`src/rtl/dot_product_pkg.sv`:
```
// Shared types and helpers for the dot-product datapath.
//   mode_e      : per-packet reduction mode (SUM of a, DOT of a*b)
//   acc_state_e : accumulator FSM states
//   sat_add     : signed add clamped to a w-bit two's-complement range
package dot_product_pkg;

  typedef enum logic {
    MODE_SUM = 1'b0,
    MODE_DOT = 1'b1
  } mode_e;

  typedef enum logic [1:0] {
    IDLE  = 2'd0,
    ACCUM = 2'd1,
    HOLD  = 2'd2
  } acc_state_e;

  localparam int unsigned SAT_W = 64;

  typedef struct packed {
    logic             ovf;
    logic [SAT_W-1:0] sum;
  } sat_res_t;

  // Operands must already be sign-extended from w bits; one extra bit keeps the raw sum exact.
  function automatic sat_res_t sat_add(input logic signed [SAT_W-1:0] a,
                                       input logic signed [SAT_W-1:0] b,
                                       input int unsigned             w);
    logic signed [SAT_W:0] s;
    logic signed [SAT_W:0] hi;
    logic signed [SAT_W:0] lo;
    sat_res_t              r;
    s  = (SAT_W+1)'(a) + (SAT_W+1)'(b);
    hi = ((SAT_W+1)'(1) << (w - 1)) - (SAT_W+1)'(1);
    lo = -((SAT_W+1)'(1) << (w - 1));
    r.ovf = 1'b0;
    r.sum = s[SAT_W-1:0];
    if (s > hi) begin
      r.ovf = 1'b1;
      r.sum = hi[SAT_W-1:0];
    end else if (s < lo) begin
      r.ovf = 1'b1;
      r.sum = lo[SAT_W-1:0];
    end
    return r;
  endfunction

endpackage

```
`src/rtl/lane_reduce.sv`:
```
// Combinational per-beat reduction: sum of a[i]*b[i] (dot=1) or sum of a[i] (dot=0),
// sign-extended to ACC_W.
//   dot      : select product (1) or pass-through of a (0)
//   a_data   : LANES signed IN_W elements, lane i at [i*IN_W +: IN_W]
//   b_data   : LANES signed IN_W elements, unused when dot=0
//   lane_sum : ACC_W-bit signed reduction of the beat
module lane_reduce #(
  parameter int unsigned LANES = 4,
  parameter int unsigned IN_W  = 8,
  parameter int unsigned ACC_W = 24
) (
  input  logic                  dot,
  input  logic [LANES*IN_W-1:0] a_data,
  input  logic [LANES*IN_W-1:0] b_data,
  output logic [ACC_W-1:0]      lane_sum
);

  localparam int unsigned PROD_W = 2 * IN_W;

  logic signed [IN_W-1:0]   a_el [LANES];
  logic signed [IN_W-1:0]   b_el [LANES];
  logic signed [PROD_W-1:0] prod [LANES];
  logic signed [ACC_W-1:0]  term [LANES];

  // Per-lane product or sign-extended element.
  for (genvar i = 0; i < LANES; i++) begin : g_lane
    assign a_el[i] = a_data[i*IN_W +: IN_W];
    assign b_el[i] = b_data[i*IN_W +: IN_W];
    assign prod[i] = PROD_W'(a_el[i]) * PROD_W'(b_el[i]);
    assign term[i] = dot ? ACC_W'(prod[i]) : ACC_W'(a_el[i]);
  end

  // Reduction across lanes; ACC_W is wide enough that this never overflows.
  always_comb begin
    lane_sum = '0;
    for (int i = 0; i < LANES; i++) begin
      lane_sum = lane_sum + term[i];
    end
  end

endmodule

```
`src/rtl/vector_mac_accumulator.sv`:
```
// Streaming vector MAC: reduces each accepted beat to a lane sum and accumulates it over
// a packet delimited by in_last, then holds the result on a valid/ready output.
// Optional macro VECTOR_MAC_ACCUMULATOR_SATURATE_EN: clamp on overflow with a sticky
// per-packet out_ovf; otherwise wrap modulo 2^ACC_W and out_ovf stays 0.
//   clk, reset          : clock, synchronous active-high reset
//   mode                : 0 SUM, 1 DOT; taken from the first beat of a packet
//   in_valid/in_ready   : beat handshake; in_last marks the final beat
//   a_data, b_data      : LANES signed IN_W elements each
//   out_valid/out_ready : result handshake
//   out_data            : ACC_W signed result
//   out_count           : beats in packet, saturating
//   out_ovf             : clamp occurred in this packet
module vector_mac_accumulator
  import dot_product_pkg::*;
#(
  parameter int unsigned LANES = 4,
  parameter int unsigned IN_W  = 8,
  parameter int unsigned ACC_W = 24,
  parameter int unsigned CNT_W = 16
) (
  input  logic                  clk,
  input  logic                  reset,
  input  logic                  mode,
  input  logic                  in_valid,
  output logic                  in_ready,
  input  logic                  in_last,
  input  logic [LANES*IN_W-1:0] a_data,
  input  logic [LANES*IN_W-1:0] b_data,
  output logic                  out_valid,
  input  logic                  out_ready,
  output logic [ACC_W-1:0]      out_data,
  output logic [CNT_W-1:0]      out_count,
  output logic                  out_ovf
);

  if (ACC_W < 2 * IN_W + $clog2(LANES) + 1) begin : g_acc_w_chk
    $error("vector_mac_accumulator: ACC_W too narrow for LANES/IN_W");
  end
`ifdef VECTOR_MAC_ACCUMULATOR_SATURATE_EN
  if (ACC_W >= SAT_W) begin : g_sat_w_chk
    $error("vector_mac_accumulator: ACC_W exceeds saturating adder width");
  end
`endif

  acc_state_e              state_q, state_d;
  mode_e                   mode_q, mode_d, mode_c;
  logic signed [ACC_W-1:0] acc_q, acc_d, lane_sum, add_val;
  logic [CNT_W-1:0]        cnt_q, cnt_d;
  logic                    ovf_q, ovf_d, add_ovf;
  logic                    accept_c;

  assign accept_c = in_valid && in_ready;

  // First beat uses the live mode pin; later beats use the latched packet mode.
  assign mode_c = (state_q == IDLE) ? mode_e'(mode) : mode_q;

  lane_reduce #(
    .LANES (LANES),
    .IN_W  (IN_W),
    .ACC_W (ACC_W)
  ) u_lane_reduce (
    .dot      (mode_c == MODE_DOT),
    .a_data   (a_data),
    .b_data   (b_data),
    .lane_sum (lane_sum)
  );

  // Accumulate step: clamped or wrapping.
`ifdef VECTOR_MAC_ACCUMULATOR_SATURATE_EN
  sat_res_t sat_r;
  always_comb begin
    sat_r   = sat_add(SAT_W'(acc_q), SAT_W'(lane_sum), ACC_W);
    add_val = ACC_W'(sat_r.sum);
    add_ovf = sat_r.ovf;
  end
`else
  always_comb begin
    add_val = acc_q + lane_sum;
    add_ovf = 1'b0;
  end
`endif

  // State register.
  always_ff @(posedge clk) begin
    if (reset) state_q <= IDLE;
    else       state_q <= state_d;
  end

  // Next state and datapath updates.
  always_comb begin
    state_d = state_q;
    mode_d  = mode_q;
    acc_d   = acc_q;
    cnt_d   = cnt_q;
    ovf_d   = ovf_q;
    unique case (state_q)
      IDLE: begin
        if (accept_c) begin
          mode_d  = mode_c;
          acc_d   = lane_sum;
          cnt_d   = CNT_W'(1);
          ovf_d   = 1'b0;
          state_d = in_last ? HOLD : ACCUM;
        end
      end
      ACCUM: begin
        if (accept_c) begin
          acc_d = add_val;
          ovf_d = ovf_q | add_ovf;
          cnt_d = (&cnt_q) ? cnt_q : cnt_q + CNT_W'(1);
          if (in_last) state_d = HOLD;
        end
      end
      HOLD: begin
        if (out_ready) state_d = IDLE;
      end
      default: state_d = IDLE;
    endcase
  end

  // Datapath and handshake registers; accumulator doubles as the held result.
  always_ff @(posedge clk) begin
    if (reset) begin
      mode_q    <= MODE_SUM;
      acc_q     <= '0;
      cnt_q     <= '0;
      ovf_q     <= 1'b0;
      in_ready  <= 1'b1;
      out_valid <= 1'b0;
    end else begin
      mode_q    <= mode_d;
      acc_q     <= acc_d;
      cnt_q     <= cnt_d;
      ovf_q     <= ovf_d;
      in_ready  <= (state_d != HOLD);
      out_valid <= (state_d == HOLD);
    end
  end

  assign out_data  = acc_q;
  assign out_count = cnt_q;
  assign out_ovf   = ovf_q;

endmodule

```
`config.mk`:
```
export PLATFORM = sky130hd
export DESIGN_NAME = vector_mac_accumulator
export DESIGN_NICKNAME = d
export VERILOG_FILES = /design/src/rtl/dot_product_pkg.sv /design/src/rtl/lane_reduce.sv /design/src/rtl/vector_mac_accumulator.sv
export SDC_FILE = /design/constraint.sdc
export NUM_CORES = 1
export LEC_CHECK = 0
export CORE_MARGIN = 4
export CORE_UTILIZATION = 60
export CTS_BUF_LIST = sky130_fd_sc_hd__clkbuf_16
export DETAILED_ROUTE_END_ITERATION = 6
export DONT_BUFFER_PORTS = 1
export PLACE_DENSITY = 0.83
export REMOVE_ABC_BUFFERS = 1
export SYNTH_ARGS = -nofsm -noshare
export SYNTH_HDL_FRONTEND = slang
export SYNTH_HIERARCHICAL = 1
export SYNTH_SLANG_ARGS = --single-unit
```
`constraint.sdc`:
```
create_clock -name clk -period 14.9 [get_ports clk]
set_clock_uncertainty 0.15 [all_clocks]
set_input_delay 4.47 -clock clk [delete_from_list [all_inputs] [get_ports clk]]
set_output_delay 4.47 -clock clk [all_outputs]
set_load 0.1 [all_outputs]
```
==> qor.yml <==
final.setup.tns_ns: 0
crit_fanout: 9
critPathMaxStageDelay_ns: 0.52
fin_crit_sh_pct: 86.1
synth_edf_count: 0
syn2layout_area_growth_pct: 2.91
gp_congestion: 0.926
postSynthCellCount: 1781
yosys-top-cells-count: "353 x inv_1, 254 x fa_1, 158 x ha_1"
insertedDiodeCount: 0
synth_warnings: 6
detail-route-antenna-nets: 0
hold_end: "mode_q$_SDFFE_PP0P_"
ys_types: 66
min_from: "mode_q$_SDFFE_PP0P_"
drt-met1-wl_um: 14400
dp_hpwl_um: 29100
netlist.area_leader.share_pct: 33.4
clkLatencyLatePin_ns: 0.29
worst_slew_margin_rel_pct: 24.1
worstSetupEndpointType: "flip-flop"
synth-seq-cells: 45
yosysMostFrequentCell: "inv_1"
rsz0062_at_grt: "false"
period_minus_slack_ns: 12.83
min_path_type: "flip-flop to flip-flop"
cts_resized: 0
firstDrtPassIters: 6
antenna_found_initial: 0
path_delay_family: "adder cells"
fp.dieH_um: 167
multi_input_area_mm2: 0.0128
wl_met2_um: 16900
clock_sinks: 45
whs_path_depth: 2
cap_violations: 0
synth.avg_cell_area_um2: 8.55
hold_viol_final: 0
root_buffer: "clkbuf_16"
gr-total-overflow: 0
crit_type: "input port to flip-flop"
htreeDepth: 2
drive_gt1_share_pct: 2.96
std_cell_rows: 58
wirelength_um: 34600
core_area_mm2: 0.0250
path_buf_inv: 4
regArea_um2: 901
r2r_setup_slack_ns: 7.14
ys_seq_area_share_pct: 5.92
tightest_slew_ns: 1.14
vias: 12009
wl_per_cell_um: 16.6
async_flop_share_pct: 0
syn_area_mm2: 0.0152
first_iter_violations: 705
drc: 0
maxSlewViolCount: 0
grt_pass1_wl_um: 60600
clkSlewWorstSetupHoldPaths_ns: 0.06
cp.required_ns: 14.92
r2r_end: "out_data[21]$_SDFFE_PP0P_"
routed-wl-met3_um: 2470
cts_made_buffers: 5
clock_tree.buffer_depth: 2
crit_top_cell: "fa_1"
start_kind: "input port"
routed.top_layer: "met4"
dieArea_mm2: 0.0280
arrival_ns: 12.86
nNetsFinal: 2235
final-setup-viol-count: 0
grt_max_degree: 56
pin_count: 113
rr_startpoint: "state_q[1]$_SDFF_PP0_"
fillerInstances: 2089
port_buffers: 0
cpMaxStageDelayCell: "fa_1"
worstRegToRegCells: 23
fmaxAchievable_ghz: 0.0779
yosysTopAreaCell: "fa_1"
synth.top_cells.by_area: "fa_1 33%, ha_1 13%, inv_1 8.7%"
synth_ff_type: "dfxtp_1"
status: "finished clean"
grt.total_usage_pct: 25.5
start_util_pct: 60.8
grt_pass1_vias: 12797
postCtsSetupRepairBufs: 0
cts_tree: "done"
via_per_inst: 5.76
die_w_um: 167
ctsHoldBuffers: 0
-- through the flow --
stage | setup WS [ns] | hold WS, ns | std cells | util (%) | cell area [µm²]
detailed placement | 1.86 | 0.345 | 2076 | 61.9 | 15500
global placement | 2.05 | 0.321 | 2076 | 61.9 | 15500
CTS | 2.10 | 0.359 | 2084 | 62.6 | 15700
floorplan | 2.48 | 0.306 | 1743 | - | 15100
finish | 2.07 | 0.362 | 2084 | 62.6 | 15700
global route | 1.52 | 0.405 | 2084 | 62.6 | 15700
-- area by class of cell --
class,instances,share of cell area (%)
tap,330,2.64
clock buffer,5,0.799
timing repair buffer,3,0.144
sequential,45,5.75
multi-input combinational,1345,82.0
clock inverter,3,0.240
inverter,353,8.46
-- layout by cell type, fill, tap and decap left out, types with 18 or more instances in the layout --
cell	count
inv_1	354
fa_1	254
ha_1	158
and2_1	154
nand2_1	111
nor2_1	97
a21oi_1	89
xnor2_1	71
o21ai_0	51
dfxtp_1	45
a21o_1	40
nand2b_1	24
xor2_1	22
nand3_1	21
a211oi_1	21
nor3_1	21
mux2_2	18
-- worst register-to-register path: stages (launching register included) --
cell and delay (ns):
dfxtp_1 0.53, nor2_1 0.12, mux2_2 0.60, buf_4 0.59, inv_1 0.39, nor3_1 0.27, or2_2 0.17, fa_1 0.45
fa_1 0.52, ha_1 0.27, or4_1 0.53, o22ai_1 0.28, o21a_1 0.24, mux2i_1 0.09, a211oi_1 0.35, ha_1 0.36
a21oi_1 0.30, nor3b_1 0.10, a211oi_1 0.21, o21ai_0 0.17, a21o_1 0.20, a221oi_1 0.30, xnor2_1 0.13, a2111oi_2 0.32
-- layer usage --
layer  up-vias  GRT usage, %
met1      5874          33.5
li1       5698             -
met5         -             0
met3        63          5.38
met4         0          7.06
met2       374          43.1
-- state kept, by name, indices dropped and copies added (netlist names) --
| register | flops |
|---|---|
| state_q | 2 |
| out_data | 24 |
| out_count | 16 |
| out_valid | 1 |
| mode_q | 1 |
| in_ready | 1 |
-- logic make-up (layout without fill, tap and decap cells) --
family                   count (synthesis)  after routing  share of synthesized area [%]
adder cells (fa/ha/maj)                412            412                           46.4
XOR/XNOR                                93             93                           5.35
buffers and inverters                  391            364                           9.72
other                                    1              1                         0.0246
AO/OA/AOI/OAI                          321            321                           14.2
AND/OR/NAND/NOR                        493            493                           16.6
flip-flops                              45             45                           5.92
multiplexers                            25             25                           1.79
-- worst max-delay path by stage --
stage	from	endpoint	slack [ns]	depth (start not counted)
2_1_floorplan	a_data[29]	out_data[21]$_SDFFE_PP0P_	2.48	35
3_3_place_gp	a_data[29]	out_data[21]$_SDFFE_PP0P_	2.05	34
4_1_cts	a_data[31]	out_data[23]$_SDFFE_PP0P_	2.10	31
5_1_grt	a_data[31]	out_data[23]$_SDFFE_PP0P_	1.52	31
6_report	a_data[31]	out_data[23]$_SDFFE_PP0P_	2.07	30
3_5_place_dp	a_data[31]	out_data[23]$_SDFFE_PP0P_	1.86	31
Power is left out: the tool's default activity adds up to more than one toggle a clock period on the data nets, which glitch-free logic cannot reach.
